==> config.mk <==
export PLATFORM = sky130hd
export DESIGN_NAME = ps2_host_tx_flat
export DESIGN_NICKNAME = d
export VERILOG_FILES = /design/src/rtl/ps2_pkg.sv /design/src/rtl/ps2_host_tx_if.sv /design/src/rtl/ps2_sync_edge.sv /design/src/rtl/ps2_host_tx.sv /design/src/flat_wrapper.sv
export SDC_FILE = /design/constraint.sdc
export NUM_CORES = 1
export LEC_CHECK = 0
export BUFFER_PORTS_ARGS = -buffer_cell sky130_fd_sc_hd__buf_2
export CAP_MARGIN = 20
export CORE_MARGIN = 10
export CORE_UTILIZATION = 49
export DETAILED_ROUTE_END_ITERATION = 8
export PLACE_DENSITY = 0.69
export RECOVER_POWER = 100
export SETUP_SLACK_MARGIN = 0.1
export SYNTH_ARGS = -nofsm -noshare
export SYNTH_HDL_FRONTEND = slang
export SYNTH_SLANG_ARGS = --single-unit
==> constraint.sdc <==
create_clock -name clk -period 2.46 [get_ports clk]
set_input_delay 0.369 -clock clk [delete_from_list [all_inputs] [get_ports clk]]
set_output_delay 0.369 -clock clk [all_outputs]
set_load 0.01 [all_outputs]
==> src/rtl/ps2_pkg.sv <==
// ps2_pkg: shared state encoding, PS/2 command bytes and default timing for the PS/2 host transmitter
package ps2_pkg;
    typedef enum logic [2:0] {
        IDLE,
        INHIBIT,
        RTS,
        SHIFT,
        ACK,
        WAIT_IDLE
    } ps2_state_e;
    localparam logic [7:0] CMD_SET_LED = 8'hED;
    localparam logic [7:0] CMD_RESET   = 8'hFF;
    localparam logic [7:0] CMD_ENABLE  = 8'hF4;
    localparam logic [7:0] ACK_BYTE    = 8'hFA;
    localparam int INHIBIT_CYCLES_DEF = 10000;
    localparam int RTS_CYCLES_DEF     = 200;
    localparam int TIMEOUT_CYCLES_DEF = 2000000;
    function automatic logic odd_parity(input logic [7:0] b);
        return ~^b;
    endfunction
endpackage

==> src/rtl/ps2_host_tx_if.sv <==
// ps2_host_tx_if: command-byte handshake and frame status between a client (master) and ps2_host_tx (slave)
//   tx_valid/tx_data : byte offered by the client
//   tx_ready         : transmitter idle and able to accept a byte
//   tx_busy          : frame in progress from acceptance until tx_done/tx_err
//   tx_done/tx_err   : one-cycle completion / failure pulses
interface ps2_host_tx_if;
    logic       tx_valid;
    logic [7:0] tx_data;
    logic       tx_ready;
    logic       tx_busy;
    logic       tx_done;
    logic       tx_err;
    modport master (output tx_valid, tx_data, input tx_ready, tx_busy, tx_done, tx_err);
    modport slave (input tx_valid, tx_data, output tx_ready, tx_busy, tx_done, tx_err);
endinterface

==> src/rtl/ps2_sync_edge.sv <==
// ps2_sync_edge: two-flop synchronizers for the PS/2 clock and data pads plus a falling-edge detector on the clock
//   clk, rst : system clock, synchronous active-high reset (flops reset to the idle-high line level)
//   clk_in, data_in : raw pad levels
//   clk_s, data_s   : synchronized levels
//   clk_fall        : one-cycle pulse when the synchronized clock goes 1 -> 0
module ps2_sync_edge (
    input  logic clk,
    input  logic rst,
    input  logic clk_in,
    input  logic data_in,
    output logic clk_s,
    output logic data_s,
    output logic clk_fall
);
    logic [1:0] clk_ff, data_ff;
    logic clk_d;
    always_ff @(posedge clk) begin
        if (rst) begin
            clk_ff  <= 2'b11;
            data_ff <= 2'b11;
            clk_d   <= 1'b1;
        end else begin
            clk_ff  <= {clk_ff[0], clk_in};
            data_ff <= {data_ff[0], data_in};
            clk_d   <= clk_ff[1];
        end
    end
    assign clk_s    = clk_ff[1];
    assign data_s   = data_ff[1];
    assign clk_fall = clk_d & ~clk_ff[1];
endmodule

==> src/rtl/ps2_host_tx.sv <==
// ps2_host_tx: PS/2 host-to-device command transmitter (inhibit, request-to-send, 11-bit frame, device ACK check)
//   clk, rst    : system clock, synchronous active-high reset
//   bus         : ps2_host_tx_if.slave -- tx_valid/tx_data/tx_ready handshake, tx_busy/tx_done/tx_err status
//   ps2_clk_in  : raw PS2_CLK pad level;  ps2_data_in : raw PS2_DATA pad level
//   ps2_clk_oe  : 1 pulls PS2_CLK low;    ps2_data_oe : 1 pulls PS2_DATA low (open drain)
// Optional: define PS2_TX_TIMEOUT_EN to add a per-frame watchdog that aborts after TIMEOUT_CYCLES clocks.
module ps2_host_tx
    import ps2_pkg::*;
#(
    parameter int INHIBIT_CYCLES = INHIBIT_CYCLES_DEF,
    parameter int RTS_CYCLES     = RTS_CYCLES_DEF,
    parameter int TIMEOUT_CYCLES = TIMEOUT_CYCLES_DEF
) (
    input  logic         clk,
    input  logic         rst,
    ps2_host_tx_if.slave bus,
    input  logic         ps2_clk_in,
    input  logic         ps2_data_in,
    output logic         ps2_clk_oe,
    output logic         ps2_data_oe
);
    localparam int CNT_MAX = (INHIBIT_CYCLES > RTS_CYCLES) ? INHIBIT_CYCLES : RTS_CYCLES;
    localparam int CNT_W   = $clog2(CNT_MAX + 1);
    ps2_state_e       state, state_n;
    logic [CNT_W-1:0] cnt, cnt_n;
    logic [3:0]       bit_cnt, bit_n;
    logic [7:0]       data_q, data_n;
    logic             par_q, par_n;
    logic             oe_q, oe_n;
    logic             done, err, timeout;
    logic             clk_s, data_s, clk_fall;

    ps2_sync_edge u_sync (
        .clk      (clk),
        .rst      (rst),
        .clk_in   (ps2_clk_in),
        .data_in  (ps2_data_in),
        .clk_s    (clk_s),
        .data_s   (data_s),
        .clk_fall (clk_fall)
    );

`ifdef PS2_TX_TIMEOUT_EN
    localparam int WD_W = $clog2(TIMEOUT_CYCLES + 1);
    logic [WD_W-1:0] wd;
    // Preloaded to 1 while idle so wd equals the number of cycles elapsed since the handshake.
    always_ff @(posedge clk) begin
        if (rst) wd <= '0;
        else wd <= (state == IDLE) ? WD_W'(1) : wd + 1'b1;
    end
    assign timeout = (state != IDLE) && (wd == WD_W'(TIMEOUT_CYCLES));
`else
    logic unused_timeout_cfg;
    assign unused_timeout_cfg = ^TIMEOUT_CYCLES;
    assign timeout = 1'b0;
`endif

    always_ff @(posedge clk) begin
        if (rst) begin
            state   <= IDLE;
            cnt     <= '0;
            bit_cnt <= '0;
            data_q  <= '0;
            par_q   <= 1'b0;
            oe_q    <= 1'b0;
        end else begin
            state   <= state_n;
            cnt     <= cnt_n;
            bit_cnt <= bit_n;
            data_q  <= data_n;
            par_q   <= par_n;
            oe_q    <= oe_n;
        end
    end

    // Data-line drive is registered, so every bit change lands the cycle after the detected clock edge.
    always_comb begin
        state_n = state;
        cnt_n   = cnt;
        bit_n   = bit_cnt;
        data_n  = data_q;
        par_n   = par_q;
        oe_n    = oe_q;
        done    = 1'b0;
        err     = 1'b0;
        unique case (state)
            IDLE: begin
                if (bus.tx_valid) begin
                    state_n = INHIBIT;
                    cnt_n   = '0;
                    bit_n   = '0;
                    data_n  = bus.tx_data;
                    par_n   = odd_parity(bus.tx_data);
                    oe_n    = 1'b0;
                end
            end
            INHIBIT: begin
                cnt_n = cnt + 1'b1;
                if (cnt == CNT_W'(INHIBIT_CYCLES - 1)) begin
                    state_n = RTS;
                    cnt_n   = '0;
                    oe_n    = 1'b1;
                end
            end
            RTS: begin
                cnt_n = cnt + 1'b1;
                if (cnt == CNT_W'(RTS_CYCLES - 1)) begin
                    state_n = SHIFT;
                    cnt_n   = '0;
                end
            end
            SHIFT: begin
                if (clk_fall) begin
                    bit_n = bit_cnt + 1'b1;
                    oe_n  = (bit_cnt < 4'd8) ? ~data_q[bit_cnt[2:0]] : (bit_cnt == 4'd8) ? ~par_q : 1'b0;
                    if (bit_cnt == 4'd9) state_n = ACK;
                end
            end
            ACK: begin
                if (clk_fall) begin
                    bit_n   = 4'd11;
                    err     = data_s;
                    state_n = data_s ? IDLE : WAIT_IDLE;
                end
            end
            WAIT_IDLE: begin
                if (clk_s && data_s) begin
                    done    = 1'b1;
                    state_n = IDLE;
                end
            end
            default: state_n = IDLE;
        endcase
        if (timeout) begin
            state_n = IDLE;
            oe_n    = 1'b0;
            done    = 1'b0;
            err     = 1'b1;
        end
    end

    // Pulses are masked during reset so an aborted frame never reports completion or failure.
    assign bus.tx_ready = (state == IDLE) && !rst;
    assign bus.tx_busy  = state != IDLE;
    assign bus.tx_done  = done && !rst;
    assign bus.tx_err   = err && !rst;
    assign ps2_clk_oe   = (state == INHIBIT) || (state == RTS);
    assign ps2_data_oe  = oe_q;
endmodule

==> src/flat_wrapper.sv <==
// flat-port wrapper written by rule: the top's interface ports become plain ports
module ps2_host_tx_flat import ps2_pkg::*;
#(
    parameter int INHIBIT_CYCLES = INHIBIT_CYCLES_DEF,
    parameter int RTS_CYCLES     = RTS_CYCLES_DEF,
    parameter int TIMEOUT_CYCLES = TIMEOUT_CYCLES_DEF
)
  (clk, rst, ps2_clk_in, ps2_data_in, ps2_clk_oe, ps2_data_oe, bus_tx_valid, bus_tx_data, bus_tx_ready, bus_tx_busy, bus_tx_done, bus_tx_err);
  ps2_host_tx_if bus_i ();
  input  logic clk;
  input  logic rst;
  input  logic ps2_clk_in;
  input  logic ps2_data_in;
  output logic ps2_clk_oe;
  output logic ps2_data_oe;
  input wire logic [$bits(bus_i.tx_valid)-1:0] bus_tx_valid;
  input wire logic [$bits(bus_i.tx_data)-1:0] bus_tx_data;
  output wire logic [$bits(bus_i.tx_ready)-1:0] bus_tx_ready;
  output wire logic [$bits(bus_i.tx_busy)-1:0] bus_tx_busy;
  output wire logic [$bits(bus_i.tx_done)-1:0] bus_tx_done;
  output wire logic [$bits(bus_i.tx_err)-1:0] bus_tx_err;
  assign bus_i.tx_valid = bus_tx_valid;
  assign bus_i.tx_data = bus_tx_data;
  assign bus_tx_ready = bus_i.tx_ready;
  assign bus_tx_busy = bus_i.tx_busy;
  assign bus_tx_done = bus_i.tx_done;
  assign bus_tx_err = bus_i.tx_err;
  ps2_host_tx #(.INHIBIT_CYCLES(INHIBIT_CYCLES), .RTS_CYCLES(RTS_CYCLES), .TIMEOUT_CYCLES(TIMEOUT_CYCLES)) u_core (.clk(clk), .rst(rst), .bus(bus_i), .ps2_clk_in(ps2_clk_in), .ps2_data_in(ps2_data_in), .ps2_clk_oe(ps2_clk_oe), .ps2_data_oe(ps2_data_oe));
endmodule
Word level (Yosys, flattened, before mapping)

Cells that the tools add are included.

Word-level logic and storage cells: 79
Bits of input ports: 13
Output and inout bits: 6
Flip-flop bits (word level): 36

Magnitude comparators: 2
Reduce and logical (&&, ||, !) cells: 17
Eq/ne operators: 16
Add/sub/neg operators: 2
Multiplexer cells: 29
Bitwise logic cells: 4

Operator list:

| cell                                                                          | number |
|---|---|
| 14-bit 2-to-1 mux                                                             | 3 |
| 14-bit one-hot mux with 3 select lines                                        | 1 |
| 3-bit 2-to-1 mux                                                              | 8 |
| 3-bit one-hot mux with 6 select lines                                         | 1 |
| 14-bit by 1-bit adder with 14-bit output (second input constant)              | 1 |
| 14-bit equality test (second input constant)                                  | 1 |
| 14-bit by 8-bit equality test with 1-bit output (second input constant)       | 1 |
| 4-bit 2-to-1 mux                                                              | 3 |
| 2-bit by 1-bit != test with 1-bit output (second input constant)              | 6 |
| 4-bit one-hot mux with 3 select lines                                         | 1 |
| 3-bit nonzero test                                                            | 4 |
| 1-bit 2-to-1 mux                                                              | 10 |
| 4-bit equality test (second input constant)                                   | 2 |
| 4-bit AND reduction                                                           | 2 |
| 8-bit XNOR reduction                                                          | 1 |
| 7-bit AND reduction                                                           | 1 |
| 3-bit by 2-bit equality test with 1-bit output (second input constant)        | 2 |
| 3-bit equality test (second input constant)                                   | 2 |
| 4-bit by 1-bit adder with 4-bit output (second input constant)                | 1 |
| 1-bit logical AND                                                             | 4 |
| 3-bit by 4-bit less-than comparator with 1-bit output (second input constant) | 1 |
| 4-bit less-than comparator (second input constant)                            | 1 |
| 2-bit AND reduction                                                           | 2 |
| 1-bit binary-select mux with 3-bit select                                     | 1 |
| other kinds (8)                                                               | 10 |

Logic depth before layout (Yosys ltp)

Gate-level depths: netlist of run 1.

Word-level depth: 6
Mapped depth: 7
Depth with buffers taken out: 7

Hierarchy

A second synthesis of run 1 with hierarchy kept.

Cells, all modules: 237
Area, all modules: 1928.1 µm²

By module, submodules not included:

| module        | cells an instance | area each (µm²) | sequential area each (µm²) | times used |
|---|---|---|---|---|
| ps2_host_tx   | 226               | 1790.5          | 620.6                      | 1 |
| ps2_sync_edge | 11                | 137.6           | 100.1                      | 1 |

Least setup slack after synthesis of run 1

No wires, ideal clock.

Kind: flip-flop to output port
Start point: reg u_core.state[0]
End point: out bus_tx_done
Path slack: 673 ps
Cell stages (with the launch flop): 5
Arrival: 1418 ps
Path buffers: 2
Required time: 2091 ps
Cells stage by stage: dfxtp_1 > clkbuf_1 > clkbuf_1 > inv_1 > nor4b_1

Cells in the longest elaborated chain, start to end: 3

RTL lines:

| element                | RTL line           | source |
|---|---|---|
| from (decl)            | ps2_host_tx.sv:24  | `ps2_state_e state, state_n;` |
| from (signal assigned) | ps2_host_tx.sv:67  | `state <= state_n;` |
| 3-bit equality test    | ps2_host_tx.sv:86  | `unique case (state)` |
| 1-bit 2-to-1 mux       | ps2_host_tx.sv:86  |  |
| 1-bit logical AND      | ps2_host_tx.sv:145 | `assign bus.tx_done = done && !rst;` |
| to (decl)              | flat_wrapper.sv:20 | `output wire logic [$bits(bus_i.tx_done)-1:0] bus_tx_done;` |

Every way passes these cells.

Final worst setup path of run 1

Start point: reg u_core.cnt[0]
End point: reg u_core.cnt[3]

Cells in the longest elaborated chain, start to end: 3
Elaborated cells between the ends (all ways): 6
Those cells by class: add/sub: 1; eq/ne: 2; mux: 3

RTL lines:

| element                                                                | RTL line                              | source |
|---|---|---|
| from (decl)                                                            | ps2_host_tx.sv:25                     | `logic [CNT_W-1:0] cnt, cnt_n;` |
| from (signal assigned)                                                 | ps2_host_tx.sv:68                     | `cnt <= cnt_n;` |
| 14-bit by 1-bit adder with 14-bit output, or another cell as far along | ps2_host_tx.sv:98, ps2_host_tx.sv:106 |  |
| 14-bit 2-to-1 mux, on equally long branches                            | ps2_host_tx.sv:107, ps2_host_tx.sv:99 |  |
| 14-bit one-hot mux with 3 select lines (*)                             | ps2_host_tx.sv:86                     |  |

Mark *: on every way between the ends. The rest lies on a longest branch, timed or not.
A chain may end at the register's enable or synchronous reset.

==> results of run 1 <==
==> kinds of logic (layout without fill, tap and decap cells) <==
group	count (synthesis)	count (layout)
compound gates	46	46
xor+xnor	16	16
fa+ha+maj	3	3
buf+inv	16	38
flops	36	36
mux	4	4
simple gates	109	109
==> registers in the layout, indices dropped and copies added (netlist names) <==
signal	flops
u_core.par_q	1
u_core.u_sync.data_ff	2
u_core.state	3
u_core.cnt	14
u_core.bit_cnt	4
u_core.u_sync.clk_ff	2
u_core.ps2_data_oe	1
u_core.u_sync.clk_d	1
u_core.data_q	8
==> per-stage QoR <==
step / hold slack (ns) / area [um2] / utilization (%)
floorplan: 0.389 / 1900 / -
global placement: 0.394 / 2060 / 55.5
detailed placement: 0.393 / 2060 / 55.5
CTS: 0.259 / 2150 / 57.9
global route: 0.253 / 2130 / 57.4
finish: 0.261 / 2130 / 57.4
==> layer usage <==
| metal | wire (um) | vias to the layer above | GRT usage [%] | part of all wire (%) |
|---|---|---|---|---|
| met4 | 53 | 0 | 5.10 | 1.3 |
| met2 | 1800 | 29 | 19.1 | 44 |
| met3 | 172 | 7 | 3.89 | 4.2 |
| met1 | 2100 | 757 | 19.3 | 51 |
| met5 | 0 | - | 0 | 0 |
| li1 | - | 858 | - | - |
==> final cells by class <==
type | instances | area (um2)
fillers | 365 | 1580
multi-input cells | 178 | 1120
flip-flops and latches | 36 | 721
repair buffers | 25 | 126
clock buffers | 8 | 90.1
well taps | 48 | 60.1
inverters | 5 | 18.8
==> report_power, final <==
part,switching (mW),leakage (nW),internal [mW]
logic,0.385,0.439,0.227
registers,0.0485,0.293,0.645
clock network,0.202,0.0455,0.228
==> cells in the mapped netlist (3+ instances only) <==
master	instances
ha_1	3
a21oi_1	14
and3_1	3
or3_1	3
inv_1	5
nand4_1	3
clkbuf_1	8
nand2_1	33
a31oi_1	5
or2_2	6
nor3_1	4
a21o_1	3
nor2b_1	5
nor4_1	3
nand3_1	10
xor2_1	5
o21ai_0	7
xnor2_1	11
nand2b_1	3
nor2_1	21
nand3b_1	4
dfxtp_1	36
==> critical path: cells and delay by family (launching register included) <==
family          cells  cell delay (ns)
compound gates      2             0.99
buf+inv             1             0.28
fa+ha+maj           1             0.24
flops               1             0.34
simple gates        3             0.25
==> final timing paths <==
path	start	slack, ns	endpoint	cells past startpoint
worst max-delay path	u_core.cnt[0]$_SDFFE_PP0P_	0.28	u_core.cnt[3]$_SDFFE_PP0P_	7
worst min register to register	u_core.u_sync.clk_ff[0]$_SDFF_PP1_	0.41	u_core.u_sync.clk_ff[1]$_SDFF_PP1_	1
worst max register to register	u_core.cnt[0]$_SDFFE_PP0P_	0.28	u_core.cnt[3]$_SDFFE_PP0P_	7
worst min-delay path	ps2_data_in	0.26	u_core.u_sync.data_ff[0]$_SDFF_PP1_	2
==> impl_metrics.csv, run 1 <==
group,metric,value,unit
layout,drive_above_1_share,13.5,%
yosys,synth_xor_area_share,7.37,%
clock_network,postCtsSetupRepairBufs,0,
yosys,yosysWarningCount,0,
die,fp.dieW,82.3,um
clock_network,htreeDepth,2,
sta,min_period_over_period,88.4,%
clock_network,path_clk_slew,0.07,ns
grt,grt-ovfl-total,0,
worst_setup_path,criticalPathCategory,"flip-flop to flip-flop",
place,dp_worst_setup_slack,0.288,ns
sta,tightestPinTransition,1.04,ns
route,antenna_left,0,
yosys,netlist-cell-type-count,46,
power_and_ir_drop,leakage,0.778,nW
sta,finalHoldViolCount,0,
die,dieHeight,82.3,um
worst_setup_path,slowest_stage,"o41ai_1",
yosys,synth_enable_flop_cells,0,
route,drt_iter0_markers,217,
die,core,0.00372,mm2
place,globalplace.congestion,0.819,
yosys,synth_compound_area_share,16.4,%
yosys,synth_area_leaders,"dfxtp_1 38%, nand2_1 6.5%, xnor2_1 5.1%",
layout,area_delta_synth_final,12.2,%
sta,setup_violations,0,
yosys,netlist_instances,230,
clock_network,root_buffer,"clkbuf_8",
clock_network,cts-buffers-inserted,5,
grt,grt_pass1_vias,1515,
worst_setup_path,cp.required,2.67,ns
route,drt-wirelength-per-cell,13.8,um
place,numPlacedInstances,292,
sta,finalClockSkew,0.00258,ns
worst_setup_path,cp.arrival,2.39,ns
route,totalWireLength,4.13,mm
yosys,avgSynthCellArea,8.27,um2
layout,layoutNonFillerInstCount,300,
layout,final_cell_mix,"36 x dfxtp_1, 33 x nand2_1, 21 x nor2_1, 14 x a21oi_1",
clock_network,clock_path_buffers,2,
yosys,synth_ff_type,"dfxtp_1",
route,first_pass_iters,4,
clock_network,cts_tree,"built",
die,design.die.area,0.00677,mm2
yosys,ys_seq_area_share,37.9,%
yosys,synthMuxAreaShare,3.42,%
sta,slew_headroom,30.0,%
worst_setup_path,critPathMaxFanout,7,
hold_path,holdCritPathClass,"input port to flip-flop",
power_and_ir_drop,power.density,813,mW/mm2
route,vias_per_cell,5.50,
sta,drv_slew,0,
worst_setup_path,endpoint_kind,"flip-flop",
sta,layout_setup_ws,0.284,ns
yosys,syn-num-nets,246,
grt,grt_first_pass_wirelength,7.34,mm
die,ioPinCount,19,
grt,grt_max_degree,21,
yosys,yosys.area_share.simple,29.6,%
place,dp_hpwl,3.09,mm
clock_network,clock_latency,0.29,ns
worst_setup_path,critPathLaunchType,"flip-flop",
layout,final_common_cell,"dfxtp_1",
grt,antenna_found_initial,0,
yosys,async_flop_share,0,%
place,io_buffers,18,
sta,fin_crit,2.18,ns
sta,rsz0062_at_grt,"false",
yosys,ys_ff_latch,36,
job,maxCapViolCount,0,
die,start_util,51.2,%
yosys,synth_top_family_by_area,"simple AND/OR/NAND/NOR gates",
die,std_cell_rows,22,
layout,fin_nets,267,
sta,setup_tns,0,ns
power_and_ir_drop,total_power,1.74,mW
route,via_count,1651,
yosys,syn_area,0.00190,mm2
worst_setup_path,slowest_delay,0.83,ns
power_and_ir_drop,ir_drop,0.473,mV
sta,max_freq,0.460,GHz
route,drc,0,
worst_setup_path,crit_chain,"ha_1, nand4_1, nor4_1, o41ai_1, clkbuf_1, nand3_1, a31oi_1",
yosys,synth_adder_area_share,1.97,%
layout,antenna_cells,0,
clock_network,ctsHoldBuffers,0,
run_status,run_status,"finished clean",
clock_network,cts.sinks,36,
yosys,synth_top_area_share,37.9,%
clock_network,postCtsResizedCells,0,
yosys,yosys.area.top_type,"dfxtp_1",
grt,grt.total_usage,13.6,%
No activity file was read; power rests on OpenSTA's default activity.
==> inputs of run 2 (changes only) <==
PLACE_DENSITY = 0.67   (was 0.69)
==> impl_metrics.csv, run 2 (synthesis gave the netlist of run 1 again) <==
group,metric,value,unit
layout,area_delta_synth_final,10.3,%
worst_setup_path,slowest_stage,"dfxtp_1",
clock_network,path_clk_slew,0.07,ns
power_and_ir_drop,leakage,0.757,nW
grt,antenna_found_initial,0,
die,start_util,51.2,%
place,io_buffers,18,
layout,num-fill-cells,360,
sta,layout_setup_ws,0.261,ns
clock_network,root_buffer,"clkbuf_8",
layout,antenna_cells,0,
die,std_cell_rows,22,
die,design.die.area,0.00677,mm2
sta,tightestPinTransition,1.34,ns
place,numPlacedInstances,291,
sta,drv_slew,0,
power_and_ir_drop,ir_drop,0.448,mV
worst_setup_path,path_depth,4,
worst_setup_path,critPathLaunchType,"flip-flop",
layout,layoutNonFillerInstCount,298,
job,maxCapViolCount,0,
clock_network,ctsHoldBuffers,0,
layout,final_common_cell,"dfxtp_1",
worst_setup_path,r2r_cells,6,
run_status,run_status,"finished clean",
worst_setup_path,cp.arrival,1.83,ns
worst_setup_path,crit_end,"bus_tx_done",
sta,finalClockSkew,0.00690,ns
worst_setup_path,critPathMaxFanout,9,
grt,grt_first_pass_wirelength,7.11,mm
worst_setup_path,endpoint_kind,"primary output",
layout,drive_above_1_share,13.2,%
clock_network,cts_tree,"built",
sta,max_freq,0.455,GHz
worst_setup_path,worst-r2r-setup-slack,0.31,ns
route,drt-wirelength-per-cell,13.8,um
layout,final_cell_mix,"36 x dfxtp_1, 33 x nand2_1, 21 x nor2_1, 14 x a21oi_1, 13 x buf_2",
die,ioPinCount,19,
hold_path,holdCritPathClass,"input port to flip-flop",
layout,largest_register,"u_core.cnt",
sta,finalHoldViolCount,0,
worst_setup_path,cpLargestDelayFamily,"buffers and inverters",
clock_network,clock_path_buffers,2,
worst_setup_path,r2r-end,"u_core.cnt[6]$_SDFFE_PP0P_",
worst_setup_path,crit_chain,"clkbuf_1, inv_1, nor4b_1, buf_2",
clock_network,postCtsSetupRepairBufs,0,
clock_network,cts-buffers-inserted,5,
route,totalWireLength,4.11,mm
die,fp.dieW,82.3,um
route,drc,0,
grt,grt_pass1_vias,1562,
worst_setup_path,slowest_delay,0.45,ns
grt,grt_max_degree,33,
route,drt_iter0_markers,192,
place,dp_worst_setup_slack,0.359,ns
sta,rsz0062_at_grt,"false",
clock_network,postCtsResizedCells,0,
sta,slew_headroom,10.4,%
route,antenna_left,0,
worst_setup_path,cp.required,2.09,ns
power_and_ir_drop,power.density,804,mW/mm2
clock_network,cts.sinks,36,
sta,setup_tns,0,ns
die,core,0.00372,mm2
layout,reg_top3,"u_core.cnt x14, u_core.data_q x8, u_core.bit_cnt x4",
sta,fin_crit,2.20,ns
sta,min_period_over_period,89.4,%
sta,setup_violations,0,
route,vias_per_cell,5.51,
grt,grt-ovfl-total,0,
clock_network,htreeDepth,2,
place,globalplace.congestion,0.830,
layout,fin_nets,266,
route,first_pass_iters,4,
route,via_count,1643,
power_and_ir_drop,total_power,1.69,mW
worst_setup_path,critPathLaunch,"u_core.state[0]$_SDFFE_PP0P_",
worst_setup_path,reg2reg_from,"u_core.cnt[0]$_SDFFE_PP0P_",
worst_setup_path,criticalPathCategory,"flip-flop to primary output",
clock_network,clock_latency,0.29,ns
worst_setup_path,critPathBufInv,3,
die,dieHeight,82.3,um
grt,grt.total_usage,13.0,%
layout,largest_register_ffs,14,
place,dp_hpwl,2.98,mm
[run 2: final cells by class]
type	instances	area, um2	share of cell area (%)
multi-input cells	178	1110	52.8
flip-flops and latches	36	721	34.3
repair buffers	24	114	5.43
well taps	48	60.1	2.86
clock buffers	6	72.6	3.46
inverters	5	18.8	0.894
clock inverters	1	5.00	0.239
[run 2: per-layer routing]
layer | track usage [%] | vias to the layer above | routed length (um)
met4 | 4.08 | 0 | 53
met5 | 0 | - | 0
met1 | 17.5 | 758 | 2130
met2 | 19.2 | 28 | 1750
met3 | 4.10 | 5 | 179
li1 | - | 852 | -
[run 2: worst min path at each step]
stage / start / to / depth (start not counted)
5_1_grt: ps2_data_in / u_core.u_sync.data_ff[0]$_SDFF_PP1_ / 2
4_1_cts: ps2_clk_in / u_core.u_sync.clk_ff[0]$_SDFF_PP1_ / 2
6_report: ps2_clk_in / u_core.u_sync.clk_ff[0]$_SDFF_PP1_ / 2
2_1_floorplan: u_core.u_sync.clk_ff[0]$_SDFF_PP1_ / u_core.u_sync.clk_ff[1]$_SDFF_PP1_ / 1
3_3_place_gp: u_core.u_sync.data_ff[0]$_SDFF_PP1_ / u_core.u_sync.data_ff[1]$_SDFF_PP1_ / 1
3_5_place_dp: u_core.u_sync.clk_ff[0]$_SDFF_PP1_ / u_core.u_sync.clk_ff[1]$_SDFF_PP1_ / 1
[run 2: power breakdown]
| group | internal [mW] | switching [mW] |
|---|---|---|
| Sequential | 0.645 | 0.0508 |
| Combinational | 0.219 | 0.376 |
| Clock | 0.192 | 0.204 |
[run 2: per-stage QoR]
stage / util, % / area, um2 / hold slack (ns)
after floorplan: - / 1900 / 0.389
after global placement: 55.3 / 2050 / 0.391
after detailed placement: 55.3 / 2050 / 0.399
after CTS: 57.3 / 2130 / 0.253
after global routing: 56.5 / 2100 / 0.258
final: 56.5 / 2100 / 0.256
==> inputs of run 3 (changes only) <==
REMOVE_ABC_BUFFERS = 1   (was default)
==> impl_metrics.csv, run 3 (synthesis gave the netlist of run 1 again) <==
group,metric,value,unit
layout,antenna_cells,0,
worst_setup_path,r2r-end,"u_core.cnt[6]$_SDFFE_PP0P_",
worst_setup_path,slowest_delay,0.56,ns
place,numPlacedInstances,287,
clock_network,root_buffer,"clkbuf_8",
layout,layoutNonFillerInstCount,294,
clock_network,postCtsSetupRepairBufs,0,
layout,multiInputGateArea,0.00112,mm2
layout,drive_above_1_share,11.8,%
place,io_buffers,18,
clock_network,postCtsResizedCells,0,
grt,grt_pass1_vias,1566,
power_and_ir_drop,leakage,0.746,nW
layout,reg_top3,"u_core.cnt x14, u_core.data_q x8, u_core.bit_cnt x4",
sta,min_period_over_period,88.2,%
job,maxCapViolCount,0,
clock_network,cts-buffers-inserted,5,
worst_setup_path,critPathLaunch,"u_core.cnt[11]$_SDFFE_PP0P_",
sta,rsz0062_at_grt,"false",
die,core,0.00372,mm2
worst_setup_path,reg2reg_from,"u_core.cnt[11]$_SDFFE_PP0P_",
sta,finalHoldViolCount,0,
clock_network,clock_path_buffers,2,
route,first_pass_iters,5,
clock_network,ctsHoldBuffers,0,
worst_setup_path,worst-r2r-setup-slack,0.29,ns
die,std_cell_rows,22,
run_status,run_status,"finished clean",
sta,setup_violations,0,
sta,max_freq,0.461,GHz
sta,tightestPinTransition,1.31,ns
grt,grt.total_usage,13.4,%
hold_path,holdCritPathClass,"input port to flip-flop",
clock_network,cts_tree,"built",
layout,largest_register_ffs,14,
worst_setup_path,criticalPathCategory,"flip-flop to flip-flop",
worst_setup_path,r2r_cells,6,
route,antenna_left,0,
worst_setup_path,critPathMaxFanout,9,
route,drt-wirelength-per-cell,13.8,um
hold_path,worstHoldPathCells,2,
power_and_ir_drop,ir_drop,0.390,mV
worst_setup_path,crit_end,"u_core.cnt[6]$_SDFFE_PP0P_",
hold_path,worst_hold_startpoint,"ps2_data_in",
sta,finalClockSkew,0.00233,ns
worst_setup_path,cp.arrival,2.34,ns
die,fp.dieW,82.3,um
worst_setup_path,endpoint_kind,"flip-flop",
sta,fin_crit,2.17,ns
grt,grt_max_degree,33,
power_and_ir_drop,power.density,804,mW/mm2
route,drt_iter0_markers,70,
layout,final_cell_mix,"36 x dfxtp_1, 33 x nand2_1, 21 x nor2_1, 14 x a21oi_1",
die,start_util,51.2,%
place,dp_hpwl,2.91,mm
grt,grt-ovfl-total,0,
layout,num-fill-cells,363,
sta,drv_slew,0,
layout,final_common_cell,"dfxtp_1",
worst_setup_path,cp.required,2.63,ns
die,dieHeight,82.3,um
route,vias_per_cell,5.47,
sta,setup_tns,0,ns
layout,fin_nets,262,
die,design.die.area,0.00677,mm2
worst_setup_path,path_depth,6,
layout,largest_register,"u_core.cnt",
layout,seq_area,721,um2
layout,area_delta_synth_final,9.61,%
worst_setup_path,crit_chain,"or4_4, nor4_1, o41ai_1, clkbuf_1, o21bai_2, nor2_1",
clock_network,path_clk_slew,0.07,ns
worst_setup_path,cpLargestDelayFamily,"simple AND/OR/NAND/NOR gates",
die,ioPinCount,19,
worst_setup_path,slowest_stage,"or4_4",
worst_setup_path,critPathLaunchType,"flip-flop",
sta,slew_headroom,13.0,%
grt,antenna_found_initial,0,
route,drc,0,
route,via_count,1607,
worst_setup_path,critPathBufInv,1,
clock_network,cts.sinks,36,
place,globalplace.congestion,0.779,
route,totalWireLength,4.07,mm
clock_network,htreeDepth,2,
clock_network,clock_latency,0.29,ns
grt,grt_first_pass_wirelength,7.10,mm
run 3: changes by cell type in the layout (fill, tap and decap cells not counted), sizes merged:
cell / before / now
clkbuf: 14 / 15
buf: 16 / 11
run 3: power by group:
| part | internal, mW | total [mW] | switching, mW |
|---|---|---|---|
| Combinational | 0.212 | 0.540 | 0.329 |
| Sequential | 0.645 | 0.743 | 0.0987 |
| Clock | 0.192 | 0.393 | 0.201 |
| Total | 1.05 | 1.68 | 0.628 |
run 3: per-stage QoR:
step	cell area, um2	total power, mW	hold slack (ns)	worst slack [ns]	util (%)
after detailed placement	2020	1.33	0.397	0.313	54.4
final	2080	1.68	0.256	0.291	56.1
after CTS	2100	1.73	0.244	0.299	56.5
after floorplan	1860	1.13	0.389	0.200	-
after global routing	2080	1.80	0.253	0.0581	56.1
after global placement	2020	1.33	0.392	0.332	54.4
run 3: worst min-delay path by stage:
stage	to	slack, ns
3_3_place_gp	u_core.u_sync.data_ff[1]$_SDFF_PP1_	0.39
4_1_cts	u_core.u_sync.data_ff[0]$_SDFF_PP1_	0.24
2_1_floorplan	u_core.u_sync.clk_ff[1]$_SDFF_PP1_	0.39
5_1_grt	u_core.u_sync.data_ff[0]$_SDFF_PP1_	0.25
3_5_place_dp	u_core.u_sync.data_ff[1]$_SDFF_PP1_	0.40
6_report	u_core.u_sync.data_ff[0]$_SDFF_PP1_	0.26
run 3: layout make-up:
class,instances,area share [%]
Tap cell,48,2.88
Clock inverter,1,0.240
Clock buffer,6,3.48
Timing Repair Buffer,20,4.26
Multi-Input combinational cell,178,53.7
Inverter,5,0.900
Sequential cell,36,34.6
run 3: per-layer routing:
| layer | vias up | track usage (%) | part of all wire (%) |
|---|---|---|---|
| met4 | 0 | 7.14 | 2.1 |
| met5 | - | 0 | 0 |
| met1 | 733 | 15.5 | 47 |
| met2 | 21 | 22.4 | 48 |
| met3 | 7 | 3.24 | 2.8 |
| li1 | 846 | - | - |
